--- config.mk ---
export PLATFORM = sky130hd
export DESIGN_NAME = idex_stage_reg
export DESIGN_NICKNAME = d
export VERILOG_FILES = /design/src/rtl/idex_stage_reg.sv
export SDC_FILE = /design/constraint.sdc
export NUM_CORES = 1
export LEC_CHECK = 0
export CORE_ASPECT_RATIO = 1.2
export CORE_MARGIN = 10
export CORE_UTILIZATION = 35
export CTS_BUF_LIST = sky130_fd_sc_hd__clkbuf_8
export CTS_CLUSTER_DIAMETER = 30
export DETAILED_ROUTE_END_ITERATION = 8
export SYNTH_ARGS = -nofsm -noshare
export SYNTH_HDL_FRONTEND = slang
export SYNTH_SLANG_ARGS = --single-unit
--- constraint.sdc ---
create_clock -name clk -period 2.55 [get_ports clk]
set_input_delay 0.51 -clock clk [delete_from_list [all_inputs] [get_ports clk]]
set_output_delay 0.51 -clock clk [all_outputs]
set_load 0.02 [all_outputs]
--- src/rtl/idex_stage_reg.sv ---
// ID/EX pipeline stage register: valid/ready handshake with a 2-entry skid buffer,
// synchronous flush, NOP-forcing of side-effecting control bits and a bubble counter.
module idex_stage_reg #(
    parameter int                 DATA_W    = 32,
    parameter int                 ADDR_W    = 10,
    parameter int                 REG_AW    = 5,
    parameter int                 CTRL_W    = 11,
    parameter logic [CTRL_W-1:0]  KILL_MASK = 11'h51E,
    parameter int                 CNT_W     = 16
) (
    input  logic              clk,
    input  logic              rst_n,
    input  logic              flush,
    input  logic              cnt_clr,
    input  logic              in_valid,
    output logic              in_ready,
    input  logic [CTRL_W-1:0] in_ctrl,
    input  logic [ADDR_W-1:0] in_addr,
    input  logic [ADDR_W-1:0] in_sign10,
    input  logic [DATA_W-1:0] in_data1,
    input  logic [DATA_W-1:0] in_data2,
    input  logic [DATA_W-1:0] in_sign32,
    input  logic [REG_AW-1:0] in_wreg1,
    input  logic [REG_AW-1:0] in_wreg2,
    input  logic [REG_AW-1:0] in_src,
    output logic [CTRL_W-1:0] out_ctrl,
    output logic [ADDR_W-1:0] out_addr,
    output logic [ADDR_W-1:0] out_sign10,
    output logic [DATA_W-1:0] out_data1,
    output logic [DATA_W-1:0] out_data2,
    output logic [DATA_W-1:0] out_sign32,
    output logic [REG_AW-1:0] out_wreg1,
    output logic [REG_AW-1:0] out_wreg2,
    output logic [REG_AW-1:0] out_src,
    output logic              out_valid,
    input  logic              out_ready,
    output logic [CNT_W-1:0]  bubble_cnt
);

    localparam int BW = CTRL_W + 2*ADDR_W + 3*DATA_W + 3*REG_AW;

    typedef enum logic [1:0] {EMPTY, ONE, TWO} state_t;

    state_t            state, state_nxt;
    logic [BW-1:0]     in_bundle, main_p1, skid_p1;
    logic [CTRL_W-1:0] main_ctrl;
    logic              main_valid, skid_valid;
    logic              accept, consume;
    logic              load_main, main_from_skid, load_skid;

    assign in_bundle = {in_ctrl, in_addr, in_sign10, in_data1, in_data2, in_sign32,
                        in_wreg1, in_wreg2, in_src};
    assign {main_ctrl, out_addr, out_sign10, out_data1, out_data2, out_sign32,
            out_wreg1, out_wreg2, out_src} = main_p1;

    assign main_valid = (state != EMPTY);
    assign skid_valid = (state == TWO);
    assign out_valid  = main_valid;
    assign in_ready   = !skid_valid;
    assign accept     = in_valid && in_ready;
    assign consume    = out_valid && out_ready;

    assign out_ctrl = main_ctrl & ~(KILL_MASK & {CTRL_W{~out_valid}});

    always_comb begin
        state_nxt      = state;
        load_main      = 1'b0;
        main_from_skid = 1'b0;
        load_skid      = 1'b0;
        case (state)
            EMPTY: begin
                if (accept) begin
                    load_main = 1'b1;
                    state_nxt = ONE;
                end
            end
            ONE: begin
                if (accept && consume) begin
                    load_main = 1'b1;
                end else if (consume) begin
                    state_nxt = EMPTY;
                end else if (accept) begin
                    load_skid = 1'b1;
                    state_nxt = TWO;
                end
            end
            TWO: begin
                if (consume) begin
                    main_from_skid = 1'b1;
                    state_nxt      = ONE;
                end
            end
            default: state_nxt = EMPTY;
        endcase
        // Flush only clears the valids; held data stays put and offers are dropped.
        if (flush) begin
            state_nxt      = EMPTY;
            load_main      = 1'b0;
            main_from_skid = 1'b0;
            load_skid      = 1'b0;
        end
    end

    always_ff @(posedge clk or negedge rst_n) begin
        if (!rst_n) state <= EMPTY;
        else        state <= state_nxt;
    end

    always_ff @(posedge clk or negedge rst_n) begin
        if (!rst_n) begin
            main_p1 <= '0;
            skid_p1 <= '0;
        end else begin
            if (load_main)           main_p1 <= in_bundle;
            else if (main_from_skid) main_p1 <= skid_p1;
            if (load_skid)           skid_p1 <= in_bundle;
        end
    end

    always_ff @(posedge clk or negedge rst_n) begin
        if (!rst_n)
            bubble_cnt <= '0;
        else if (cnt_clr)
            bubble_cnt <= '0;
        else if (!out_valid && (bubble_cnt != {CNT_W{1'b1}}))
            bubble_cnt <= bubble_cnt + CNT_W'(1);
    end

endmodule

After elaboration in Yosys (flattened, before gate mapping):

Cells that the tools add are included.

* reductions and logical operators: 11
* equality and inequality tests: 7
* muxes and demuxes: 22
* add/sub/neg operators: 1
* bitwise gates (word level): 3

Operators by type and width (number)
* 142-bit 2-to-1 mux: 2
* 16-bit 2-to-1 mux: 2
* 16-bit by 1-bit adder with 16-bit output (second input constant): 1
* 16-bit inequality test (second input constant): 1
* 2-bit 2-to-1 mux: 6
* 11-bit AND: 1
* 11-bit inverter: 1
* 1-bit 2-to-1 mux: 10
* 3-bit inequality test (second input constant): 2
* 2-bit one-hot mux with 3 select lines: 1
* 2-bit nonzero test: 3
* 1-bit logical AND: 4
* 4-bit inequality test (second input constant): 1
* 4-bit AND reduction: 1
* 3-bit by 2-bit inequality test with 1-bit output (second input constant): 1
* 2-bit by 1-bit equality test with 1-bit output (second input constant): 1
* 2-bit equality test (second input constant): 1
* 1-bit logical NOT: 2
* 2-bit logical NOT: 1
* 1-bit one-hot mux with 2 select lines: 1
* 1-bit inverter: 1

* output and inout bits: 160
* register bits after elaboration: 302
* input bits: 148

Logic depth before layout (Yosys ltp):

Gate-level depths: netlist of run 1.

* depth in word-level cells: 8
* mapped depth: 7

Worst setup path before layout of run 1:

OpenSTA, ideal clock, no wires.

* kind: reg-to-reg
* from: register bubble_cnt[0]
* to: register bubble_cnt[14]
* stages on the path, launching flop included: 6
* period minus slack after synthesis: 2.114 ns
* required time: 2.430 ns
* slack: 0.436 ns
* arrival time: 1.993 ns
* path through: dfrtp_1 > ha_1 > nand4_1 > or4_4 > or4b_1 > o211a_1

* cells in the longest elaborated chain, start to end: 3
* elaborated cells between the ends (all ways): 6
* those cells by class: add/sub (1); eq/ne (1); mux (2); reduce/logical (2)

Ends and longest elaborated chain
* from (decl): line 37 `output logic [CNT_W-1:0] bubble_cnt`
* from (signal assigned): line 126 `bubble_cnt <= bubble_cnt + CNT_W'(1);`
* 16-bit by 1-bit adder with 16-bit output / 16-bit inequality test (equally long branches): line 126, 125
* 16-bit 2-to-1 mux / 1-bit logical AND (equally long branches): line 125 `else if (!out_valid && (bubble_cnt != {CNT_W{1'b1}}))`
* 16-bit 2-to-1 mux / 2-bit nonzero test (equally long branches)

Parallel ways exist; a longest one is shown, timed or not. The select of a mux whose other input is x is not followed.
A chain may end at the register's enable or synchronous reset.

Final worst setup path of run 1:

* from: register state[0]
* to: output port out_valid

* cells in the longest elaborated chain, start to end: 1

Ends and longest elaborated chain
* from (decl): line 44 `state_t state, state_nxt;`
* from (signal assigned): line 106 `else state <= state_nxt;`
* 2-bit nonzero test: line 56 `assign main_valid = (state != EMPTY);`
* to (decl): line 35 `output logic out_valid,`

Every way passes these cells.

==> metrics, run 1 <==
Die H=237 µm; Max clock buf depth=3; Crit path buffers/inverters=2; Critical Path AT=1.86 ns; CP startpoint=state[0]; power per cell area=867 nW/µm²; worst r2r src=bubble_cnt[1]; initial drt markers=301; Setup TNS Final=0 ns; DRC viols=0; CP required=2.04 ns; most frequent cells in the layout=300 x dfrtp_1, 299 x clkdlybuf4s50_1, 153 x a21oi_1, 147 x nor2_1, 143 x mux2i_1; outcome=completed; Clock H-tree levels=3; Hold Crit Class=input port to async pin; Worst Skew=0.0196 ns; LEAKAGE=7.67 nW; Clock transition at path regs=0.05 ns; fmax=0.422 GHz; total clock sinks=302; die width=201 µm; Starting Density=35.5%; placed cell count=1865; DR vias=9332; GRT Total Usage=15.0%; Mapped Area=13800 µm²; total CTS buffers=73; pin count of the biggest net entering global routing=70; top cell family by delay on the critical path=buffers and inverters; unrepaired setup endpoints after global routing=no; Final period util=93.0%; area added between synthesis and finish=35.4%; max incr delay on CP=0.63 ns; Overflow after GRT=0; max-slew violations=0; WL final=36200 µm; final non-filler cell total=2004; root buffer cell=clkbuf_8; CP max stage cell=clkdlybuf4s50_1; post-synthesis cell type count=42; Setup violations, final=0; top cell type's share of synthesized area=54.9%; number of global-route vias before repair=10100; maximum capacitance violations=0; gpl congestion=0.754; Placement Rows=79; Period minus WS final=2.37 ns; ys flop type=dfrtp_1; Antenna Nets Post-Route=0; layout cells sized above 1=19.2%; Detailed Place HPWL=25800 µm; fraction of registers with async set or reset after synthesis=100%; EDFF count, synth=0; Yosys reg bits=302; routed len/inst=18.1 µm; CP Max Fanout=12; Worst IR Drop VDD=0.440 mV; drt first pass iters=6; Mapped Avg Cell Area=11.7 µm²; Buffers on Ports=307; Core ar.=38800 µm²; vias per inst=4.66; Ys Warns=0; most common cell after layout, fill and taps aside=dfrtp_1; clock latency on the worst-skew pair=0.60 ns; startpoint types=register; die area=47700 µm²; Worst slew margin=51.2%; Hold Vio Cnt, Final=0; worst slew pin tran=0.729 ns; Post-Syn Nets=1323; critical path class=register to output pin; crit end category=output pin; Cells after Synth=1174; initial antenna violation count=5; global-route wire length before repair=57300 µm; synth top area cells=dfrtp_1 55%, mux2i_1 10%, buf_4 7.8%; Seq/Total Area, Yosys=54.9%; Total Nets Final=1565; I/O pins=308; crit-path cells=nor2_4 -> inv_4 -> clkdlybuf4s50_1; Yosys top cell by area=dfrtp_1; CTS tree=built
==> metal layers <==
| layer | global-route usage, % | up-vias | wire [µm] |
|---|---|---|---|
| met5 | 0 | - | 24 |
| met4 | 7.03 | 4 | 1010 |
| met3 | 5.13 | 64 | 2640 |
| met2 | 25.8 | 251 | 18500 |
| met1 | 16.5 | 4570 | 14100 |
| li1 | - | 4443 | - |
==> synthesized netlist by cell type, types with 2 or more instances <==
master	instances
o31ai_1	5
or4_1	4
nand3_1	5
nor2_1	147
nor3_1	5
or3_1	4
o21ai_1	4
nand2_1	9
o21ai_0	3
mux2_2	89
and2_1	6
dfrtp_1	302
a211oi_1	2
and4_1	3
nand4_1	6
inv_1	3
a21oi_1	153
clkbuf_1	40
mux2_1	55
nor3b_1	3
nor2b_1	3
mux2i_1	143
buf_4	144
and3_1	3
buf_2	16
==> power breakdown <==
| part | internal (mW) | switching, mW | total (mW) |
|---|---|---|---|
| Sequential | 5.88 | 0.576 | 6.45 |
| Combinational | 1.71 | 1.47 | 3.18 |
| Clock | 4.13 | 2.40 | 6.53 |
==> per-stage QoR <==
stage                     util, %  hold slack [ns]  instance area, µm²  power, mW  setup WS, ns
after CTS                    48.0            0.456               18600       16.5        0.0158
after floorplan                 -            0.214               13800       8.59         0.436
final                        48.0            0.474               18700       16.2         0.179
after global routing         48.0            0.483               18600       17.0        0.0709
after detailed placement     43.6            0.481               16900       9.77       0.00253
after global placement       43.6            0.473               16900       9.67         0.108
==> final cells by class <==
cell class,count,area [µm²]
multi-input cells,667,4900
well taps,526,658
clock buffers,86,1180
clock inverters,47,522
inverters,4,17.5
repair buffers,368,3800
diodes,4,10.0
flip-flops and latches,302,7560
fillers,3525,20200
==> flip-flops by register name, indices dropped and copies added (netlist names) <==
| name | count |
|---|---|
| bubble_cnt | 16 |
| main_p1 | 142 |
| skid_p1 | 142 |
| state | 2 |
==> path summary, 6_finish.rpt <==
| check | to | slack, ns | cells past startpoint |
|---|---|---|---|
| hold / removal | main_p1[74] | 0.47 | 2 |
| setup / recovery | out_valid | 0.18 | 3 |
| max in group asynchronous | main_p1[39] | 1.32 | 3 |
| min in group clk | skid_p1[92] | 0.49 | 1 |
| hold reg to reg | skid_p1[92] | 0.49 | 1 |
| setup reg to reg | bubble_cnt[14] | 0.38 | 5 |
==> cell families after synthesis <==
logic type | count (synthesis) | share of synthesized area, %
compound gates | 174 | 6.61
mux | 287 | 22.2
buf+inv | 205 | 9.66
flops | 302 | 54.9
simple gates | 205 | 6.61
fa+ha+maj | 1 | 0.0908
==> repair_timing <==
| action | CTS | global route |
|---|---|---|
| cloned | 0 | 0 |
| setup endpoints to repair | 8 | 1 |
| hold buffers | 1 | 0 |
| pin swaps | 1 | 0 |
| hold endpoints to repair | 52 | 0 |
| resized for setup | 9 | 1 |
| setup buffers | 1 | 0 |
Power figures use the tool's default switching activity.
==> inputs of run 2 (changes only) <==
Settings changed: CAP_MARGIN set to 30.
==> results of run 2 <==
The final DEF is identical to that of run 1; final timing and power are the same.
==> inputs of run 3 (changes only) <==
Settings changed: CORE_UTILIZATION 35 to 50, MAX_ROUTING_LAYER set to met4, PLACE_DENSITY set to 0.79.
==> run 3 against run 2 <==
Net effect:
- routed wire length decreased by 10%
- fmax is 1.1% lower
- non-clock buffer count fell by 27
- count of clock-buffer cells in the layout down 21
- cell area decreased by 5.7%
- sequential power is essentially flat
- flip-flop and latch count did not move
- largest power group is now registers
==> metrics, run 3 (synthesis gave the netlist of run 1 again) <==
max incr delay on CP=0.65 ns (was 0.63 ns); GRT Total Usage=18.9% (was 15.0%); Core ar.=27200 µm² (was 38800 µm²); die width=172 µm (was 201 µm); initial antenna violation count=2 (was 5); Antenna Nets Post-Route=0 (unchanged); vias per inst=5.25 (was 4.66); Placement Rows=66 (was 79); CTS tree=built (unchanged); final core utilization=64.8% (was 48.0%); CP Max Fanout=12 (unchanged); max-slew violations=0 (unchanged); power per cell area=821 nW/µm² (was 867 nW/µm²); total CTS buffers=54 (was 73); area added between synthesis and finish=27.7% (was 35.4%); Buffers on Ports=307 (unchanged); Worst slew margin=50.4% (was 51.2%); layout cells sized above 1=15.0% (was 19.2%); CP required=2.04 ns (about the same); pin count of the biggest net entering global routing=161 (was 70); clock latency on the worst-skew pair=0.55 ns (was 0.60 ns); Layout fillers=2054 (was 3525); Die H=202 µm (was 237 µm); Period minus WS final=2.40 ns (was 2.37 ns); Setup TNS Final=0 ns (unchanged); I/O pins=308 (unchanged); die area=34600 µm² (was 47700 µm²); number of global-route vias before repair=9592 (was 10100); Starting Density=50.7% (was 35.5%); Detailed Place HPWL=23000 µm (was 25800 µm); routed len/inst=18.6 µm (was 18.1 µm); most frequent cells in the layout=301 x dfrtp_1, 300 x clkdlybuf4s50_1, 153 x a21oi_1, 147 x nor2_1, 143 x mux2i_1 (was 300 x dfrtp_1, 299 x clkdlybuf4s50_1, 153 x a21oi_1, 147 x nor2_1, 143 x mux2i_1); outcome=completed (unchanged); root buffer cell=clkbuf_8 (unchanged); biggest regs=main_p1 (142), skid_p1 (142), bubble_cnt (16) (unchanged); total clock sinks=302 (unchanged); Setup violations, final=0 (unchanged); Reg2Reg Setup Slack=0.39 ns (was 0.38 ns); startpoint types=register (unchanged); Total Nets Final=1519 (was 1565); WL final=32600 µm (was 36200 µm); crit end category=output pin (unchanged); Overflow after GRT=0 (unchanged); Worst IR Drop VDD=0.563 mV (was 0.440 mV); unrepaired setup endpoints after global routing=no (unchanged); gpl congestion=0.819 (was 0.754); Pwr Total=14.5 mW (was 16.2 mW); worst slew pin tran=0.744 ns (was 0.729 ns); Final period util=94.0% (was 93.0%); Max clock buf depth=3 (unchanged); crit-path cells=nor2_4 -> inv_4 -> clkdlybuf4s50_1 (unchanged); Worst Skew=0.0156 ns (was 0.0196 ns); drt first pass iters=4 (was 6); maximum capacitance violations=0 (unchanged); DR vias=9208 (was 9332); global-route wire length before repair=51400 µm (was 57300 µm); DRC viols=0 (unchanged); fmax=0.417 GHz (was 0.422 GHz); critical path class=register to output pin (unchanged); Clock transition at path regs=0.06 ns (was 0.05 ns); Hold Vio Cnt, Final=0 (unchanged); Clock H-tree levels=2 (was 3); Critical Path AT=1.89 ns (was 1.86 ns); initial drt markers=410 (was 301); LEAKAGE=7.30 nW (was 7.67 nW); CP max stage cell=clkdlybuf4s50_1 (unchanged); Hold Crit Class=input port to async pin (unchanged); most common cell after layout, fill and taps aside=dfrtp_1 (unchanged)
-- run 3: worst paths after layout --
| path | end | startpoint | depth (start not counted) |
|---|---|---|---|
| hold reg to reg | skid_p1[108] | skid_p1[108] | 1 |
| hold / removal | skid_p1[13] | rst_n | 2 |
| max in group asynchronous | skid_p1[43] | rst_n | 4 |
| min in group clk | skid_p1[108] | skid_p1[108] | 1 |
| setup reg to reg | bubble_cnt[14] | bubble_cnt[0] | 5 |
| setup / recovery | out_valid | state[1] | 3 |
-- run 3: worst max-delay path: cells and delay by family, from the launching register on --
kind,cells,cell delay (ns)
flip-flops,1,0.47
AND/OR/NAND/NOR,1,0.06
buffers and inverters,2,0.80
-- run 3: layout make-up --
| cell class | instances | area (µm²) | area share [%] |
|---|---|---|---|
| Antenna cell | 2 | 5.00 | 0.0284 |
| Clock buffer | 65 | 895 | 5.08 |
| Sequential cell | 302 | 7560 | 43.0 |
| Tap cell | 340 | 425 | 2.42 |
| Clock inverter | 33 | 312 | 1.77 |
| Inverter | 4 | 17.5 | 0.0996 |
| Multi-Input combinational cell | 667 | 4900 | 27.9 |
| Timing Repair Buffer | 341 | 3480 | 19.8 |
-- run 3: metrics by stage --
step	setup slack, ns	hold slack, ns	area (µm²)	instances
5_1_grt	0.0610	0.499	17600	1754
3_3_place_gp	0.186	0.473	16400	1652
6_report	0.153	0.489	17600	1754
3_5_place_dp	0.164	0.481	16400	1652
4_1_cts	0.0956	0.486	17600	1752
2_1_floorplan	0.436	0.214	13800	1174
-- run 3: per-layer routing --
metal  track usage [%]  vias up  routed length (µm)
li1                  -     4338                   -
met1              21.5     4545               12900
met2              31.9      265               16800
met3              4.74       60                2020
met4              6.19        0                 873
met5                 -        -                   0
-- run 3: timing repair --
item / CTS / global route
gates resized for setup: 8 / 0
endpoints found under the hold margin: 49 / 0
hold buffers: 1 / 0
endpoints found under the setup margin: 7 / 0
buffers inserted: 1 / 0
-- run 3: power breakdown --
part / switching, mW / internal [mW] / total, mW
registers: 0.593 / 5.87 / 6.46
logic: 1.45 / 1.67 / 3.12
clock network: 1.94 / 2.93 / 4.87
